==> config.mk <==
export PLATFORM = sky130hd
export DESIGN_NAME = uart_tx_arbiter
export DESIGN_NICKNAME = d
export VERILOG_FILES = /design/src/rtl/uart_tx_arbiter.sv
export SDC_FILE = /design/constraint.sdc
export NUM_CORES = 1
export LEC_CHECK = 0
export BUFFER_PORTS_ARGS = -buffer_cell sky130_fd_sc_hd__buf_4
export CAP_MARGIN = 20
export CORE_MARGIN = 8
export CORE_UTILIZATION = 45
export CTS_CLUSTER_SIZE = 16
export DETAILED_ROUTE_END_ITERATION = 12
export PLACE_DENSITY = 0.69
export SYNTH_ARGS = -nofsm -noshare
export SYNTH_HDL_FRONTEND = slang
export SYNTH_SLANG_ARGS = --single-unit
export TNS_END_PERCENT = 5
==> constraint.sdc <==
create_clock -name Clock -period 2.84 [get_ports Clock]
set_input_delay 0 -clock Clock [delete_from_list [all_inputs] [get_ports Clock]]
set_output_delay 0 -clock Clock [all_outputs]
set_load 0.02 [all_outputs]
==> src/rtl/uart_tx_arbiter.sv <==
// Round-robin owner selection for a single shared UART transmitter.
// An owner keeps the transmitter for up to MAX_BURST bytes or until it flags Last.
module uart_tx_arbiter #(
  parameter int N         = 4,
  parameter int MAX_BURST = 16
) (
  input  logic           Clock,
  input  logic           Reset,
  input  logic [N-1:0]   Req,
  input  logic [8*N-1:0] Data,
  input  logic [N-1:0]   Last,
  output logic [N-1:0]   Ack,
  output logic [N-1:0]   Grant,
  output logic           Busy,
  output logic           TxInit,
  output logic [7:0]     TxData,
  input  logic           TxDone
);

  localparam int PW = (N > 1) ? $clog2(N) : 1;
  localparam int CW = $clog2(MAX_BURST + 1);

  localparam logic [1:0] IDLE      = 2'd0;
  localparam logic [1:0] SEND      = 2'd1;
  localparam logic [1:0] WAIT_BUSY = 2'd2;
  localparam logic [1:0] WAIT_DONE = 2'd3;

  localparam logic [N-1:0] ONE = {{(N-1){1'b0}}, 1'b1};

  logic [1:0]    state;
  logic [PW-1:0] ptr;
  logic [PW-1:0] owner;
  logic [PW-1:0] winner;
  logic [PW-1:0] cand;
  logic          found;
  logic [CW-1:0] count;
  logic          last_r;
  logic          more;
  int            idx;

  // Search ptr, ptr+1, ... wrapping at N; first requester found wins.
  always_comb begin
    found  = 1'b0;
    winner = '0;
    idx    = 0;
    cand   = '0;
    for (int k = 0; k < N; k++) begin
      idx = int'(ptr) + k;
      if (idx >= N) idx = idx - N;
      cand = PW'(idx);
      if (!found && Req[cand]) begin
        found  = 1'b1;
        winner = cand;
      end
    end
  end

  assign more = Req[owner] && !last_r && (count < CW'(MAX_BURST));

  always_ff @(posedge Clock or posedge Reset) begin
    if (Reset) begin
      state  <= IDLE;
      ptr    <= '0;
      owner  <= '0;
      Grant  <= '0;
      Ack    <= '0;
      TxInit <= 1'b0;
      TxData <= 8'h00;
      Busy   <= 1'b0;
      count  <= '0;
      last_r <= 1'b0;
    end else begin
      Ack    <= '0;
      // TxInit is the registered image of SEND, so it lands one cycle after SEND is entered.
      TxInit <= (state == SEND);
      case (state)
        IDLE: begin
          if (found) begin
            owner  <= winner;
            Grant  <= ONE << winner;
            Ack    <= ONE << winner;
            TxData <= Data[8*int'(winner) +: 8];
            last_r <= Last[winner];
            count  <= CW'(1);
            ptr    <= (winner == PW'(N-1)) ? '0 : winner + 1'b1;
            state  <= SEND;
            Busy   <= 1'b1;
          end
        end
        SEND: state <= WAIT_BUSY;
        WAIT_BUSY: begin
          if (!TxDone) state <= WAIT_DONE;
        end
        WAIT_DONE: begin
          if (TxDone) begin
            if (more) begin
              TxData <= Data[8*int'(owner) +: 8];
              last_r <= Last[owner];
              Ack    <= ONE << owner;
              count  <= count + 1'b1;
              state  <= SEND;
            end else begin
              Grant <= '0;
              state <= IDLE;
              Busy  <= 1'b0;
            end
          end
        end
        default: begin
          state <= IDLE;
          Busy  <= 1'b0;
        end
      endcase
    end
  end

endmodule
==> Word-level counts from Yosys, hierarchy flattened <==
Cells that the tools add are included.
{ "word_totals": {"register_bits": 30, "latch_bits": 0, "ram_bits": 0, "mem_bits_ro": 0, "inputBits": 43, "output_inout_bits": 18, "word_cells": 114, "mem_count": 0} }
{ "classes": {"n_addsub": 9, "n_mul": 0, "n_div": 0, "order_cmp": 11, "eq_ne": 9, "shift": 4, "mux": 56, "bitwise_logic": 0, "n_reduce_logical": 15} }
{ "op_table": {"columns": ["operator", "n"], "rows": [
  ["32-bit by 6-bit variable part select with 8-bit output", 2],
  ["2-bit 2-to-1 mux", 12],
  ["4-bit 2-to-1 mux", 6],
  ["8-bit 2-to-1 mux", 3],
  ["2-bit by 3-bit less-than comparator with 1-bit output (second input constant)", 6],
  ["1-bit 2-to-1 mux", 18],
  ["4-bit case mux with 2 select lines", 2],
  ["8-bit case mux with 2 select lines", 1],
  ["5-bit 2-to-1 mux", 3],
  ["1-bit binary-select mux with 2-bit select", 7],
  ["2-bit != test (second input constant)", 5],
  ["5-bit case mux with 2 select lines", 1],
  ["3-bit >= comparator (second input constant)", 3],
  ["2-bit case mux with 4 select lines", 1],
  ["4-bit AND reduction", 2],
  ["1-bit by 2-bit left shift with 4-bit output (first input constant)", 2],
  ["2-bit by 1-bit subtractor with 2-bit output (second input constant)", 4],
  ["2-bit by 2-bit adder with 3-bit output (second input constant)", 2],
  ["2-bit equality test (second input constant)", 3],
  ["5-bit by 1-bit adder with 5-bit output (second input constant)", 1],
  ["1-bit logical AND", 5],
  ["5-bit less-than comparator (second input constant)", 1],
  ["1-bit logical NOT", 4],
  ["1-bit case mux with 2 select lines", 2],
  ["other kinds (8)", 8]
]} }

==> Longest topological paths before layout <==
{ "depth": {"depth_word": 18, "ltp_mapped": 9, "ltp_nobuf": 7} }

==> Worst setup path before layout <==
No wires, ideal clock.
{ "synth_timing": {"kind": "reg2reg", "from": "reg state[0]", "to": "reg TxData[0]", "setup_time_ns": 0.130, "arrival_time_ns": 1.918, "setup_slack_ns": 0.792, "stages_incl_launch_ff": 9, "cell_sequence": "dfrtp_1 -> ha_1 -> buf_2 -> clkinv_1 -> nor4b_4 -> nand2_2 -> a21oi_4 -> buf_2 -> a31oi_1"} }
{ "synth_between": {"elab_chain_len": 3, "elab_cells_between_ends": 8, "classes_between": "eq/ne: 4; mux: 1; reduce/logical: 3"} }
{ "synth_rtl": {"columns": ["element", "line", "rtl"], "rows": [
  ["from (decl)", "30", "logic [1:0] state;"],
  ["from (signal assigned)", "62", "state <= IDLE;"],
  ["from (signal assigned)", "86", "state <= SEND;"],
  ["from (signal assigned)", "90", "SEND: state <= WAIT_BUSY;"],
  ["2-bit equality test / 2-bit logical NOT (equally long branches)", "76", "case (state)"],
  ["2-bit != test (no source line) / 2-bit nonzero test (equally long branches)", null, null],
  ["4-bit AND reduction (no source line)", null, null],
  ["to (signal assigned)", "82", "TxData <= Data[8*int'(winner) +: 8];"],
  ["to (signal assigned)", "97", "TxData <= Data[8*int'(owner) +: 8];"],
  ["to (decl)", "16", "output logic [7:0] TxData,"]
]} }
Parallel ways exist; a longest one is shown, timed or not.
A chain may end at the register's enable or synchronous reset.

==> Final worst setup path <==
{ "layout_timing": {"from": "reg state[0]", "to": "reg TxData[7]"} }
Same word-level chain as after synthesis.

==> impl_metrics.py <==
metrics = {
    "run_status": {
        "status": "completed",
    },
    "flow_run": {
        "max_cap_violations": 0,
    },
    "place": {
        "dpl.hpwl_um": 4068,
        "post-place-cells": 339,
        "gp_congestion": 0.8015,
        "portBuffers": 60,
    },
    "die": {
        "dieArea_um2": 6673,
        "chipWidth_um": 81.69,
        "io_pins": 61,
        "core_um2": 4264,
        "die-height_um": 81.69,
        "initial_core_util_pct": 45.54,
        "std_cell_rows": 24,
    },
    "synthesis": {
        "yosys.area_share.simple_pct": 15.53,
        "synth_adder_area_share_pct": 5.799,
        "synthFlopType": "dfrtp_1",
        "synth_top_family_by_area": "compound AO/OA/AOI/OAI gates",
        "syn_nets": 284,
        "synth.distinct_cells": 37,
        "synth_warnings": 0,
        "async_flop_share_pct": 100.0,
        "syn_inst": 232,
        "synth_compound_area_share_pct": 29.51,
        "synth_xor_area_share_pct": 0,
        "ys_seq_elements": 30,
        "synth-seq-area-share_pct": 38.66,
        "netlist_area_um2": 1942,
        "synth_edf_count": 0,
        "muxShareOfSynthArea_pct": 3.866,
        "synth_area_per_cell_um2": 8.370,
    },
    "global_route": {
        "antenna_found_initial": 0,
        "grt_pass1_vias": 1878,
        "grt_usage_pct": 17.33,
        "grt_pass1_wl_um": 9094,
        "overflow": 0,
        "grt_max_degree": 31,
    },
    "setup_path": {
        "cp_slowest_cell": "dfrtp_1",
        "cp-end-kind": "flop",
        "path_class": "flop to flop",
        "r2r-end": "TxData[7]",
        "critical-path-top-delay-family": "simple AND/OR/NAND/NOR gates",
        "cp_cell_sequence": "ha_1, clkinv_1, nor4b_4, nand2_2, a21oi_4, buf_4, nor2_1, a31oi_1",
        "crit_buf_inv": 2,
        "worstPathRequired_ns": 3.04,
        "max_stage_delay_ns": 0.43,
        "cp_max_fo": 14,
        "reg2reg_depth": 8,
        "cp.arrival_ns": 2.55,
        "start_kind": "flop",
        "rr_startpoint": "state[0]",
        "rrSetupSlack_ns": 0.49,
    },
    "finish": {
        "drive_above_1_share_pct": 26.78,
        "antenna-diode-count": 0,
        "area_growth_pct": 30.93,
        "layout.cells.non_filler": 347,
        "nets": 347,
    },
    "pwr": {
        "power.leakage_nw": 1.226,
        "pwr_density_cell_nw_per_um2": 1068,
        "vdd_drop_max_mv": 0.4214,
    },
    "clock_tree": {
        "cts_setup_buffers": 0,
        "cts_num_sinks": 30,
        "cts_made_buffers": 5,
        "path_clk_slew_ns": 0.06,
        "cts_hold_buf": 1,
        "clockRootBuffer": "clkbuf_8",
        "cts_tree": "done",
        "ctsResizeCount": 0,
        "clock_latency_ns": 0.28,
        "ctsHtreeMaxLevel": 2,
        "cts_buffer_depth": 2,
    },
    "min_path": {
        "hold_depth": 3,
        "min_to": "TxData[6]",
        "hold_class": "input port to flop",
        "hold_start": "Data[30]",
    },
    "detailed_routing": {
        "vias": 1895,
        "detail_route.first_pass.iterations": 4,
        "drc_errors": 0,
        "detail_route.vias_per_cell": 5.461,
        "drtIter0Drc": 89,
        "antenna_left": 0,
        "wl_um": 5550,
        "avgRoutedWirePerCell_um": 15.99,
    },
    "timing": {
        "setup_violations": 0,
        "maxSlewViolCount": 0,
        "setup-tns-final_ns": 0,
        "period_minus_slack_ns": 2.346,
        "worst_pin_slew_ns": 0.5361,
        "fin_crit_sh_pct": 82.62,
        "final_hold_viol_count": 0,
        "rsz0062_at_grt": "false",
        "worst_slew_margin_rel_pct": 64.26,
        "clock_skew_ns": 0.002933,
        "max_freq_ghz": 0.4262,
    },
}
sequential cells by signal, indices dropped and copies added, names as in the netlist:
register  count
Busy          1
TxData        8
Ack           4
ptr           2
Grant         4
state         2
count         5
owner         2
last_r        1
TxInit        1
cells in the mapped netlist (2+ instances only):
| library cell | instances | area [um^2] |
|---|---|---|
| a22oi_1 | 2 | 15.01 |
| dfrtp_1 | 30 | 750.7 |
| buf_2 | 4 | 20.02 |
| nor3_1 | 3 | 15.01 |
| inv_1 | 17 | 63.81 |
| mux2i_1 | 3 | 30.03 |
| nand2_1 | 28 | 105.1 |
| nand3_1 | 2 | 10.01 |
| o311a_1 | 8 | 80.08 |
| clkbuf_1 | 7 | 26.28 |
| a21o_1 | 3 | 22.52 |
| o21ai_1 | 2 | 10.01 |
| o22ai_1 | 9 | 56.30 |
| o31ai_1 | 2 | 15.01 |
| o22a_1 | 2 | 17.52 |
| ha_1 | 9 | 112.6 |
| nor2_1 | 19 | 71.32 |
| a31oi_1 | 9 | 56.30 |
| nand2b_1 | 5 | 31.28 |
| nor2b_1 | 2 | 12.51 |
| mux4_2 | 2 | 45.04 |
| o21ai_0 | 27 | 135.1 |
| a21oi_1 | 23 | 115.1 |
logic make-up after synthesis:
logic type	Yosys count
compound gates	92
fa+ha+maj	9
buf+inv	31
flops	30
mux	5
simple gates	65
tightest hold or removal path: cells and delay by family:
| family | cells | cell delay, ns |
|---|---|---|
| buffers and inverters | 1 | 0.07 |
| AO/OA/AOI/OAI | 2 | 0.22 |
cell usage in the layout, fill, tap and decap left out, types with 2 or more instances in the layout:
cell and instances:
clkbuf_1 2, o21ai_0 27, nand2_1 28, mux2i_1 3, buf_4 68, nor3_1 3
nor2_1 19, inv_1 17, o22ai_1 9, o311a_1 8, o22a_1 2, o21ai_1 2
o31ai_1 2, dfrtp_1 30, a21o_1 3, ha_1 9, a21oi_1 23, a22oi_1 2
clkbuf_8 5, nand2b_1 5, nand3_1 2, nor2b_1 2, mux4_2 2, a31oi_1 9
final cells by class:
type / count / area [um^2]
timing repair buffer: 69 / 520.5
fill: 413 / 1722
multi-input combinational: 171 / 1062
tap: 52 / 65.06
sequential: 30 / 750.7
inverter: 18 / 67.56
clock buffer: 7 / 76.32
stage by stage:
step | total power [mW] | util (%) | setup slack, ns | hold slack [ns] | cell area [um^2]
global route | 2.964 | 59.62 | 0.2953 | 0.05617 | 2542
CTS | 2.733 | 59.62 | 0.5207 | 0.04423 | 2542
floorplan | 1.876 | - | 0.7919 | 0.09081 | 1942
global placement | 2.372 | 57.60 | 0.6142 | 0.1099 | 2456
finish | 2.716 | 59.62 | 0.4936 | 0.04913 | 2542
detailed placement | 2.408 | 57.60 | 0.5258 | 0.1123 | 2456
routing by layer:
layer  up-vias  global-route usage, %  wire (um)
met5         -                      0          0
met4         0                  6.667         78
met2        47                  27.21       2613
li1        960                      -          -
met1       881                  22.32       2518
met3         7                  4.595        341
report_power, final:
group	switching, mW	total (mW)	internal, mW
combinational	0.979	1.66	0.678
clock	0.152	0.320	0.168
sequential	0.144	0.739	0.595
worst max-delay path by stage:
stage | start | end | slack (ns) | depth (start not counted)
after detailed placement | state[0] | TxData[5] | 0.53 | 8
after global routing | state[0] | TxData[6] | 0.30 | 8
after CTS | state[0] | TxData[7] | 0.52 | 8
after global placement | state[0] | TxData[6] | 0.61 | 8
after floorplan | state[0] | TxData[0] | 0.79 | 8
final | state[0] | TxData[7] | 0.49 | 8
Note: power is estimated with default switching activity, not from simulation.
